## src/rtl/mem_wb_stage_pkg.sv

```systemverilog
// Shared definitions for the memory / write-back pipeline stage.
package mem_wb_stage_pkg;

  localparam int unsigned DW_DEFAULT  = 16;
  localparam int unsigned AW_DEFAULT  = 3;
  localparam int unsigned TMO_DEFAULT = 15;

  // MEM_signals_in = {memRead, memWrite, memAddress, memData}
  localparam int unsigned MEM_SIG_W     = 4;
  localparam int unsigned MEM_READ_BIT  = 3;
  localparam int unsigned MEM_WRITE_BIT = 2;
  localparam int unsigned MEM_ADDR_BIT  = 1;
  localparam int unsigned MEM_DATA_BIT  = 0;

  // WB_signals_in = {regWrite, WBsel[1:0]}
  localparam int unsigned WB_SIG_W        = 3;
  localparam int unsigned WB_REGWRITE_BIT = 2;
  localparam int unsigned WB_SEL_HI       = 1;
  localparam int unsigned WB_SEL_LO       = 0;

  typedef enum logic [1:0] {
    WB_SEL_ALU  = 2'b00,
    WB_SEL_MEM  = 2'b01,
    WB_SEL_IMM  = 2'b10,
    WB_SEL_RDST = 2'b11
  } wb_sel_e;

  typedef enum logic [1:0] {
    IDLE     = 2'd0,
    MEM_WAIT = 2'd1,
    WB       = 2'd2
  } state_e;

endpackage

```

## src/rtl/mem_wb_stage_if.sv

```systemverilog
// Execute-side, memory-side and register-file-side signals of the stage.
interface mem_wb_stage_if
  import mem_wb_stage_pkg::*;
#(
  parameter int unsigned DW = DW_DEFAULT,
  parameter int unsigned AW = AW_DEFAULT
);
  logic                 in_valid;
  logic                 stall;
  logic                 flush;
  logic [MEM_SIG_W-1:0] MEM_signals_in;
  logic [WB_SIG_W-1:0]  WB_signals_in;
  logic [DW-1:0]        ALU_Out;
  logic [DW-1:0]        Rdst_in;
  logic [DW-1:0]        Imm_in;
  logic [AW-1:0]        WA_in;
  logic [DW-1:0]        mem_rdata;
  logic                 mem_ack;
  logic                 mem_req;
  logic                 mem_we;
  logic [DW-1:0]        mem_addr;
  logic [DW-1:0]        mem_wdata;
  logic                 regWrite;
  logic [AW-1:0]        WA;
  logic [DW-1:0]        WD;
  logic                 busy;
  logic                 mem_err;

  // Environment side: drives execute inputs and memory responses.
  modport master (
    output in_valid, stall, flush, MEM_signals_in, WB_signals_in,
           ALU_Out, Rdst_in, Imm_in, WA_in, mem_rdata, mem_ack,
    input  mem_req, mem_we, mem_addr, mem_wdata, regWrite, WA, WD, busy, mem_err
  );

  // Stage side.
  modport slave (
    input  in_valid, stall, flush, MEM_signals_in, WB_signals_in,
           ALU_Out, Rdst_in, Imm_in, WA_in, mem_rdata, mem_ack,
    output mem_req, mem_we, mem_addr, mem_wdata, regWrite, WA, WD, busy, mem_err
  );
endinterface

```

## src/rtl/mem_wb_stage_wb_select.sv

```systemverilog
// Combinational write-back data selector.
module wb_select
  import mem_wb_stage_pkg::*;
#(
  parameter int unsigned DW = DW_DEFAULT
) (
  input  wb_sel_e       sel,
  input  logic [DW-1:0] alu,
  input  logic [DW-1:0] rdata,
  input  logic [DW-1:0] imm,
  input  logic [DW-1:0] rdst,
  output logic [DW-1:0] wd_c
);

  // Pick the register-file write data source.
  always_comb begin
    wd_c = alu;
    case (sel)
      WB_SEL_ALU:  wd_c = alu;
      WB_SEL_MEM:  wd_c = rdata;
      WB_SEL_IMM:  wd_c = imm;
      WB_SEL_RDST: wd_c = rdst;
      default:     wd_c = alu;
    endcase
  end

endmodule

```

## src/rtl/mem_wb_stage.sv

```systemverilog
// Memory access and write-back stage with ack timeout.
module mem_wb_stage
  import mem_wb_stage_pkg::*;
#(
  parameter int unsigned DW  = DW_DEFAULT,
  parameter int unsigned AW  = AW_DEFAULT,
  parameter int unsigned TMO = TMO_DEFAULT
) (
  input logic          clk,
  input logic          rst,
  mem_wb_stage_if.slave bus
);

  localparam int unsigned CW = (TMO < 1) ? 1 : $clog2(TMO + 1);

  state_e         state_q, state_d;
  logic [CW-1:0]  cnt_q, cnt_d;
  logic           mem_req_q, mem_req_d;
  logic           mem_we_q, mem_we_d;
  logic [DW-1:0]  mem_addr_q, mem_addr_d;
  logic [DW-1:0]  mem_wdata_q, mem_wdata_d;
  logic           reg_write_q, reg_write_d;
  logic [AW-1:0]  wa_q, wa_d;
  logic [DW-1:0]  wd_q, wd_d;
  logic           busy_q, busy_d;
  logic           mem_err_q, mem_err_d;

  // Operands latched at acceptance, plus the captured read data.
  logic [DW-1:0]  op_alu_q, op_alu_d;
  logic [DW-1:0]  op_imm_q, op_imm_d;
  logic [DW-1:0]  op_rdst_q, op_rdst_d;
  logic [AW-1:0]  op_wa_q, op_wa_d;
  wb_sel_e        op_sel_q, op_sel_d;
  logic           op_rw_q, op_rw_d;
  logic [DW-1:0]  rdata_q, rdata_d;

  logic           accept_c;
  logic           ack_c;
  logic           is_mem_c;
  logic [DW-1:0]  wd_c;

  // Acceptance, ack qualification and next operand values.
  always_comb begin
    accept_c  = bus.in_valid && !bus.stall && !bus.flush && !busy_q && (state_q != MEM_WAIT);
    ack_c     = (state_q == MEM_WAIT) && bus.mem_ack;
    is_mem_c  = bus.MEM_signals_in[MEM_READ_BIT] || bus.MEM_signals_in[MEM_WRITE_BIT];
    op_alu_d  = op_alu_q;
    op_imm_d  = op_imm_q;
    op_rdst_d = op_rdst_q;
    op_wa_d   = op_wa_q;
    op_sel_d  = op_sel_q;
    op_rw_d   = op_rw_q;
    rdata_d   = rdata_q;
    if (accept_c) begin
      op_alu_d  = bus.ALU_Out;
      op_imm_d  = bus.Imm_in;
      op_rdst_d = bus.Rdst_in;
      op_wa_d   = bus.WA_in;
      op_sel_d  = wb_sel_e'(bus.WB_signals_in[WB_SEL_HI:WB_SEL_LO]);
      op_rw_d   = bus.WB_signals_in[WB_REGWRITE_BIT];
    end
    // A write (including read+write) never captures read data.
    if (ack_c && !mem_we_q) begin
      rdata_d = bus.mem_rdata;
    end
  end

  wb_select #(.DW(DW)) u_wb_select (
    .sel   (op_sel_d),
    .alu   (op_alu_d),
    .rdata (rdata_d),
    .imm   (op_imm_d),
    .rdst  (op_rdst_d),
    .wd_c  (wd_c)
  );

  // Next-state and registered-output logic.
  always_comb begin
    state_d     = state_q;
    cnt_d       = cnt_q;
    mem_req_d   = mem_req_q;
    mem_we_d    = mem_we_q;
    mem_addr_d  = mem_addr_q;
    mem_wdata_d = mem_wdata_q;
    reg_write_d = 1'b0;
    wa_d        = wa_q;
    wd_d        = wd_q;
    busy_d      = 1'b0;
    mem_err_d   = mem_err_q;

    case (state_q)
      IDLE, WB: begin
        state_d = IDLE;
        if (accept_c) begin
          if (is_mem_c) begin
            state_d     = MEM_WAIT;
            cnt_d       = '0;
            busy_d      = 1'b1;
            mem_req_d   = 1'b1;
            mem_we_d    = bus.MEM_signals_in[MEM_WRITE_BIT];
            mem_addr_d  = bus.MEM_signals_in[MEM_ADDR_BIT] ? bus.Imm_in : bus.ALU_Out;
            mem_wdata_d = bus.MEM_signals_in[MEM_DATA_BIT] ? bus.ALU_Out : bus.Rdst_in;
          end else begin
            state_d     = WB;
            reg_write_d = op_rw_d;
            wa_d        = op_wa_d;
            wd_d        = wd_c;
          end
        end
      end

      MEM_WAIT: begin
        busy_d = 1'b1;
        if (ack_c) begin
          // Busy stays high through the write-back cycle that follows.
          state_d     = WB;
          mem_req_d   = 1'b0;
          mem_we_d    = 1'b0;
          reg_write_d = op_rw_q;
          wa_d        = op_wa_q;
          wd_d        = wd_c;
        end else if (cnt_q == CW'(TMO - 1)) begin
          state_d   = IDLE;
          busy_d    = 1'b0;
          mem_req_d = 1'b0;
          mem_we_d  = 1'b0;
          mem_err_d = 1'b1;
        end else begin
          cnt_d = cnt_q + CW'(1);
        end
      end

      default: begin
        state_d = IDLE;
      end
    endcase
  end

  // State, output and operand registers with synchronous reset.
  always_ff @(posedge clk) begin
    if (rst) begin
      state_q     <= IDLE;
      cnt_q       <= '0;
      mem_req_q   <= 1'b0;
      mem_we_q    <= 1'b0;
      mem_addr_q  <= '0;
      mem_wdata_q <= '0;
      reg_write_q <= 1'b0;
      wa_q        <= '0;
      wd_q        <= '0;
      busy_q      <= 1'b0;
      mem_err_q   <= 1'b0;
      op_alu_q    <= '0;
      op_imm_q    <= '0;
      op_rdst_q   <= '0;
      op_wa_q     <= '0;
      op_sel_q    <= WB_SEL_ALU;
      op_rw_q     <= 1'b0;
      rdata_q     <= '0;
    end else begin
      state_q     <= state_d;
      cnt_q       <= cnt_d;
      mem_req_q   <= mem_req_d;
      mem_we_q    <= mem_we_d;
      mem_addr_q  <= mem_addr_d;
      mem_wdata_q <= mem_wdata_d;
      reg_write_q <= reg_write_d;
      wa_q        <= wa_d;
      wd_q        <= wd_d;
      busy_q      <= busy_d;
      mem_err_q   <= mem_err_d;
      op_alu_q    <= op_alu_d;
      op_imm_q    <= op_imm_d;
      op_rdst_q   <= op_rdst_d;
      op_wa_q     <= op_wa_d;
      op_sel_q    <= op_sel_d;
      op_rw_q     <= op_rw_d;
      rdata_q     <= rdata_d;
    end
  end

  assign bus.mem_req   = mem_req_q;
  assign bus.mem_we    = mem_we_q;
  assign bus.mem_addr  = mem_addr_q;
  assign bus.mem_wdata = mem_wdata_q;
  assign bus.regWrite  = reg_write_q;
  assign bus.WA        = wa_q;
  assign bus.WD        = wd_q;
  assign bus.busy      = busy_q;
  assign bus.mem_err   = mem_err_q;

endmodule

```

## src/flat_wrapper.sv

```systemverilog
// flat-port wrapper written by rule: the top's interface ports become plain ports
module mem_wb_stage_flat import mem_wb_stage_pkg::*;
#(
  parameter int unsigned DW  = DW_DEFAULT,
  parameter int unsigned AW  = AW_DEFAULT,
  parameter int unsigned TMO = TMO_DEFAULT
)
  (clk, rst, bus_in_valid, bus_stall, bus_flush, bus_MEM_signals_in, bus_WB_signals_in, bus_ALU_Out, bus_Rdst_in, bus_Imm_in, bus_WA_in, bus_mem_rdata, bus_mem_ack, bus_mem_req, bus_mem_we, bus_mem_addr, bus_mem_wdata, bus_regWrite, bus_WA, bus_WD, bus_busy, bus_mem_err);
  mem_wb_stage_if #(.DW(DW), .AW(AW)) bus_i ();
  input logic clk;
  input logic rst;
  input wire logic [$bits(bus_i.in_valid)-1:0] bus_in_valid;
  input wire logic [$bits(bus_i.stall)-1:0] bus_stall;
  input wire logic [$bits(bus_i.flush)-1:0] bus_flush;
  input wire logic [$bits(bus_i.MEM_signals_in)-1:0] bus_MEM_signals_in;
  input wire logic [$bits(bus_i.WB_signals_in)-1:0] bus_WB_signals_in;
  input wire logic [$bits(bus_i.ALU_Out)-1:0] bus_ALU_Out;
  input wire logic [$bits(bus_i.Rdst_in)-1:0] bus_Rdst_in;
  input wire logic [$bits(bus_i.Imm_in)-1:0] bus_Imm_in;
  input wire logic [$bits(bus_i.WA_in)-1:0] bus_WA_in;
  input wire logic [$bits(bus_i.mem_rdata)-1:0] bus_mem_rdata;
  input wire logic [$bits(bus_i.mem_ack)-1:0] bus_mem_ack;
  output wire logic [$bits(bus_i.mem_req)-1:0] bus_mem_req;
  output wire logic [$bits(bus_i.mem_we)-1:0] bus_mem_we;
  output wire logic [$bits(bus_i.mem_addr)-1:0] bus_mem_addr;
  output wire logic [$bits(bus_i.mem_wdata)-1:0] bus_mem_wdata;
  output wire logic [$bits(bus_i.regWrite)-1:0] bus_regWrite;
  output wire logic [$bits(bus_i.WA)-1:0] bus_WA;
  output wire logic [$bits(bus_i.WD)-1:0] bus_WD;
  output wire logic [$bits(bus_i.busy)-1:0] bus_busy;
  output wire logic [$bits(bus_i.mem_err)-1:0] bus_mem_err;
  assign bus_i.in_valid = bus_in_valid;
  assign bus_i.stall = bus_stall;
  assign bus_i.flush = bus_flush;
  assign bus_i.MEM_signals_in = bus_MEM_signals_in;
  assign bus_i.WB_signals_in = bus_WB_signals_in;
  assign bus_i.ALU_Out = bus_ALU_Out;
  assign bus_i.Rdst_in = bus_Rdst_in;
  assign bus_i.Imm_in = bus_Imm_in;
  assign bus_i.WA_in = bus_WA_in;
  assign bus_i.mem_rdata = bus_mem_rdata;
  assign bus_i.mem_ack = bus_mem_ack;
  assign bus_mem_req = bus_i.mem_req;
  assign bus_mem_we = bus_i.mem_we;
  assign bus_mem_addr = bus_i.mem_addr;
  assign bus_mem_wdata = bus_i.mem_wdata;
  assign bus_regWrite = bus_i.regWrite;
  assign bus_WA = bus_i.WA;
  assign bus_WD = bus_i.WD;
  assign bus_busy = bus_i.busy;
  assign bus_mem_err = bus_i.mem_err;
  mem_wb_stage #(.DW(DW), .AW(AW), .TMO(TMO)) u_core (.clk(clk), .rst(rst), .bus(bus_i));
endmodule
```

## config.mk

```make
export PLATFORM = sky130hd
export DESIGN_NAME = mem_wb_stage_flat
export DESIGN_NICKNAME = d
export VERILOG_FILES = /design/src/rtl/mem_wb_stage_pkg.sv /design/src/rtl/mem_wb_stage_if.sv /design/src/rtl/mem_wb_stage_wb_select.sv /design/src/rtl/mem_wb_stage.sv /design/src/flat_wrapper.sv
export SDC_FILE = /design/constraint.sdc
export NUM_CORES = 1
export LEC_CHECK = 0
export BUFFER_PORTS_ARGS = -buffer_cell sky130_fd_sc_hd__buf_4
export CAP_MARGIN = 20
export CORE_MARGIN = 4
export CORE_UTILIZATION = 50
export CTS_BUF_LIST = sky130_fd_sc_hd__clkbuf_4
export CTS_CLUSTER_SIZE = 16
export DETAILED_ROUTE_END_ITERATION = 8
export PLACE_DENSITY = 0.74
export SLEW_MARGIN = 25
export SYNTH_ARGS = -nofsm -noshare
export SYNTH_HDL_FRONTEND = slang
export SYNTH_HIERARCHICAL = 1
export SYNTH_SLANG_ARGS = --single-unit
```

## constraint.sdc

```tcl
create_clock -name clk -period 3.5 [get_ports clk]
set_input_delay 0.525 -clock clk [delete_from_list [all_inputs] [get_ports clk]]
set_output_delay 0.525 -clock clk [all_outputs]
set_load 0.05 [all_outputs]
```

== After elaboration in Yosys (flattened, before gate mapping) ==
Cells that the tools add are included.
Word-level totals
  register bits: 132
  latch bits: 0
  bits in writable memories: 0
  ROM bits: 0
  input port bits: 80
  word-level logic and storage cells: 99
  memories: 0
Cells by class
  add/subtract/negate cells: 1
  multiply operators: 0
  divide/modulo/power cells: 0
  $lt $le $gt $ge: 0
  eq/ne operators: 14
  shift-type cells: 0
  multiplexer cells: 45
  bitwise logic cells: 1
  reduce and logical (&&, ||, !) cells: 20
Operators with widths (count)
  2-to-1 mux 16 bit: 9
  one-hot mux 16 bit (4 select lines): 1
  one-hot mux 16 bit (2 select lines): 1
  2-to-1 mux 4 bit: 4
  2-to-1 mux 1 bit: 14
  2-to-1 mux 3 bit: 4
  2-to-1 mux 2 bit: 5
  != test 2 x 1 -> 1 bit (second input constant): 4
  one-hot mux 1 bit (2 select lines): 4
  one-hot mux 4 bit (2 select lines): 1
  AND reduction 4 bit: 2
  equality test 2 bit (second input constant): 3
  logical AND 1 bit: 6
  != test 2 bit (second input constant): 3
  one-hot mux 3 bit (2 select lines): 1
  AND reduction 3 bit: 2
  AND reduction 5 bit: 1
  adder 4 x 1 -> 4 bit (second input constant): 1
  equality test 2 x 1 -> 1 bit (second input constant): 2
  equality test 4 bit (second input constant): 1
  logical NOT 1 bit: 4
  logical NOT 2 bit: 2
  one-hot mux 2 bit (2 select lines): 1
  != test 3 x 2 -> 1 bit (second input constant): 1
  4 further kinds: 4

== Depth between registers and ports, before layout ==
  depth in word-level cells: 11
  mapped depth: 10

== By module ==
Netlist, hierarchy kept.
By module, submodules not included
  mem_wb_stage: instances 1, cells each 490, area an instance 5310.1 µm², sequential area each 2642.5 µm²
  wb_select: instances 1, cells each 20, area an instance 424.2 µm², sequential area each 0.0 µm²

== Worst setup path before layout ==
OpenSTA, ideal clock, no wires.
  path kind: register -> register
  start: reg u_core.busy_q (netlist: u_core/bus.busy)
  end: reg u_core.wd_q[11] (netlist: u_core/bus.WD[11])
  library setup time: 0.128 ns
  arrival time: 2.512 ns
  setup slack: 0.860 ns
  cell stages (with the launch flop): 10
  path buffers: 3
  period minus slack after synthesis: 2.640 ns
  path through: dfxtp_1 -> nor4b_4 -> nand2_2 -> buf_2 -> mux2_1 -> buf_6 -> buf_12 -> mux4_2 -> mux2i_1 -> nor2_1
On the way
  word-level cells in the longest chain between the ends: 9
  elaborated cells between the ends (all ways): 18
  classes of those cells: eq/ne: 4; mux: 9; reduce/logical: 5
RTL lines
  start: declaration: RTL line mem_wb_stage.sv:25  | logic busy_q, busy_d;
  start signal: assignment: RTL line mem_wb_stage.sv:170  | busy_q <= busy_d;
  logical NOT 1 bit (*): RTL line mem_wb_stage.sv:44  | accept_c = bus.in_valid && !bus.stall && !bus.flush && !busy_q && (state_q != MEM_WAIT);
  logical AND 1 bit (*) (2 in a row): RTL line mem_wb_stage.sv:44
  2-to-1 mux 2 bit (*): RTL line mem_wb_stage.sv:54  | if (accept_c) begin
  named net u_core.op_sel_d[0]: RTL line mem_wb_stage.sv:33  | wb_sel_e op_sel_q, op_sel_d;
  equality test 2 bit, or another cell as far along: RTL line mem_wb_stage_wb_select.sv:18  | case (sel)
  one-hot mux 16 bit (4 select lines) (*): RTL line mem_wb_stage_wb_select.sv:18
  named net u_core.wd_c[11]: RTL line mem_wb_stage.sv:40  | logic [DW-1:0] wd_c;
  2-to-1 mux 16 bit: RTL line mem_wb_stage.sv:95  | if (is_mem_c) begin
  2-to-1 mux 16 bit: RTL line mem_wb_stage.sv:94  | if (accept_c) begin
  one-hot mux 16 bit (2 select lines) (*): RTL line mem_wb_stage.sv:91  | case (state_q)
  end signal: assignment: RTL line mem_wb_stage.sv:169  | wd_q <= wd_d;
  end: declaration: RTL line mem_wb_stage.sv:24  | logic [DW-1:0] wd_q, wd_d;
The timed path passes the listed nets; every way through them passes the cells marked *. The select of a mux whose other input is x is not followed.
A chain may end at the register's enable or synchronous reset.

== Worst setup path after layout ==
  start: reg u_core.busy_q (netlist: u_core/bus.busy)
  end: reg u_core.wd_q[8] (netlist: u_core/bus.WD[8])
Same word-level chain as after synthesis.

==> out/qor.yml <==
synthesis.area_mm2: 0.00573
grt_pass1_vias: 4342
yosysTopAreaCell: "dfxtp_1"
hold_buffers: 0
cts_resized: 0
start_util_pct: 52.0
worst_clock_skew_ns: 0.0137
vdd.ir_drop.worst_mv: 0.234
p_comb_share_pct: 14.7
hpwl_mm: 10.3
clkSinkCount: 132
path_class: "reg -> reg"
hold_viol_final: 0
critPathMaxFanout: 49
fin_total_pwr_mw: 3.04
cts.clk_slew.worst_paths_ns: 0.12
antenna_found_initial: 1
cp.arrival_ns: 2.99
swShare_pct: 26.5
slew_headroom_pct: 46.2
yosysSeqAreaShare_pct: 46.1
setup_violations: 0
clock.fmax_ghz: 0.387
postPlaceCellArea_mm2: 0.00681
worstHoldPathType: "in -> reg"
drv_cap: 0
clkLatencyLatePin_ns: 0.51
clkPwrFrac_pct: 33.6
clock_tree.root_cell: "clkbuf_4"
fin_setup_tns_ns: 0
detail_route.vias_per_cell: 5.36
grt_max_degree: 78
endpoint_kind: "flop"
powerDensity_mw_per_mm2: 429
dieArea_mm2: 0.0132
min_period_over_period_pct: 73.9
route.vias.total: 4210
clockBufferDepth: 2
yosysUniqueCellTypes: 40
synth_warnings: 6
intPower_mw: 2.23
num_rows: 38
avgSynthCellArea_um2: 11.2
reg2reg_depth: 7
die_w_um: 115
leakage_nw: 3.09
synth-edff-count: 0
drt_first_pass_iters: 4
htree_levels: 4
drc: 0
ant_nets: 0
ys_ff_latch: 132
synthTopCellsByArea: "dfxtp_1 46%, mux2i_1 9.1%, mux2_1 8.6%"
synthCells: 510
synth_nets: 592
drtIter0Drc: 300
power_frac_seq_pct: 51.7
overflow: 0
drive_above_1_share_pct: 33.5
hold_depth: 3
gp_congestion: 0.792
tightestPinTransition_ns: 0.807
power.switching_mw: 0.806
grt_first_pass_wirelength_mm: 22.6
synth_common_cells: "132 x dfxtp_1, 68 x nor2b_1, 56 x nor2_1"
min_period_ns: 2.59
synth_top_area_share_pct: 46.1
track_usage_pct: 22.1
final_area_mm2: 0.00709
die_y_um: 115
yosysMostFrequentCell: "dfxtp_1"
cts_tree: "done"
grt_setup_unrepaired: "no"
ys_async_sr_fraction_pct: 0
totalWireLength_mm: 14.4
wl_per_cell_um: 18.3
timing.critical_path.required_ns: 3.91
io_buffers: 135
num_io_pins: 136
start_kind: "flop"
syn2layout_area_growth_pct: 23.6
drv_slew: 0
fin_nets: 715
numCtsBuffers: 17
outcome: "completed"
ys.flop_type: "dfxtp_1"
cts_setup_buffers: 0
coreArea_mm2: 0.0110
[path summary, 6_finish.rpt]
kind / startpoint / to / slack, ns
worst min-delay path: bus_WB_signals_in[2] / u_core/op_rw_q$_SDFF_PP0_ / 0.28
worst min register to register: u_core/op_rw_q$_SDFF_PP0_ / u_core/op_rw_q$_SDFF_PP0_ / 0.47
worst max register to register: u_core/bus.busy$_SDFF_PP0_ / u_core/bus.WD[8]$_SDFFE_PP0P_ / 0.91
worst max-delay path: u_core/bus.busy$_SDFF_PP0_ / u_core/bus.WD[8]$_SDFFE_PP0P_ / 0.91
[stage by stage]
stage	std cells	worst slack (ns)	utilization (%)	hold slack, ns
5_1_grt	786	0.712	64.2	0.248
2_1_floorplan	510	0.860	-	0.436
3_3_place_gp	754	0.649	61.7	0.450
4_1_cts	785	0.896	64.2	0.249
6_report	786	0.913	64.2	0.281
3_5_place_dp	754	0.598	61.7	0.452
[state kept, by name, indices dropped and copies added, names as in the netlist, 2 cells and up]
register              cells
u_core/cnt_q              4
u_core/rdata_q           16
u_core/bus.mem_wdata     16
u_core/bus.WA             3
u_core/bus.mem_addr      16
u_core/op_rdst_q         16
u_core/op_sel_q           2
u_core/op_alu_q          16
u_core/bus.WD            16
u_core/op_wa_q            3
u_core/state_q            2
u_core/op_imm_q          16
[worst max-delay path, stage by stage (launching register included)]
cell     delay, ns
dfxtp_1       0.37
nor4b_4       0.43
nand2_2       0.23
buf_12        0.25
mux2_2        0.56
mux4_2        0.39
mux2i_1       0.19
nor2_1        0.06
[cell families after synthesis]
logic type      after synthesis  synth area share (%)
compound gates               53                  7.18
xor+xnor                      1                 0.153
fa+ha+maj                     2                 0.436
buf+inv                      41                  3.69
flops                       132                  46.1
mux                         134                  28.7
simple gates                147                  13.7
[cell usage in the layout (no fill, tap or decap), drive strengths merged, types with 3 or more instances in the layout]
cell type	count
clkinv	8
dfxtp	132
mux2	66
nor2b	68
a21oi	6
nor3	3
a211oi	35
mux4	16
mux2i	52
nand2	5
clkbuf	18
bufinv	3
buf	143
nor2	59
nand3	3
o21ai	5
[cell type report]
cell class,instances,area [µm²]
Antenna cell,1,2.50
Sequential cell,132,2640
Clock buffer,18,135
Tap cell,140,175
Inverter,2,7.51
Clock inverter,13,141
Timing Repair Buffer,143,1100
Multi-Input combinational cell,337,2880
Fill cell,913,3940
[power by group through the flow]
stage	Clock, mW	Sequential [mW]	Combinational [mW]
after global placement	0	1.60	0.437
after floorplan	0	1.67	0.210
final	1.02	1.57	0.447
after global routing	1.11	1.58	0.478
after detailed placement	0	1.61	0.444
after CTS	1.05	1.57	0.446
[layer usage]
layer	up-vias	part of all wire, %	GRT usage (%)
met5	-	0	0
met4	0	1.3	6.18
met2	140	46	35.5
met3	14	6.6	5.26
li1	2059	-	-
met1	1997	46	30.1
No activity file was read; power rests on OpenSTA's default activity.
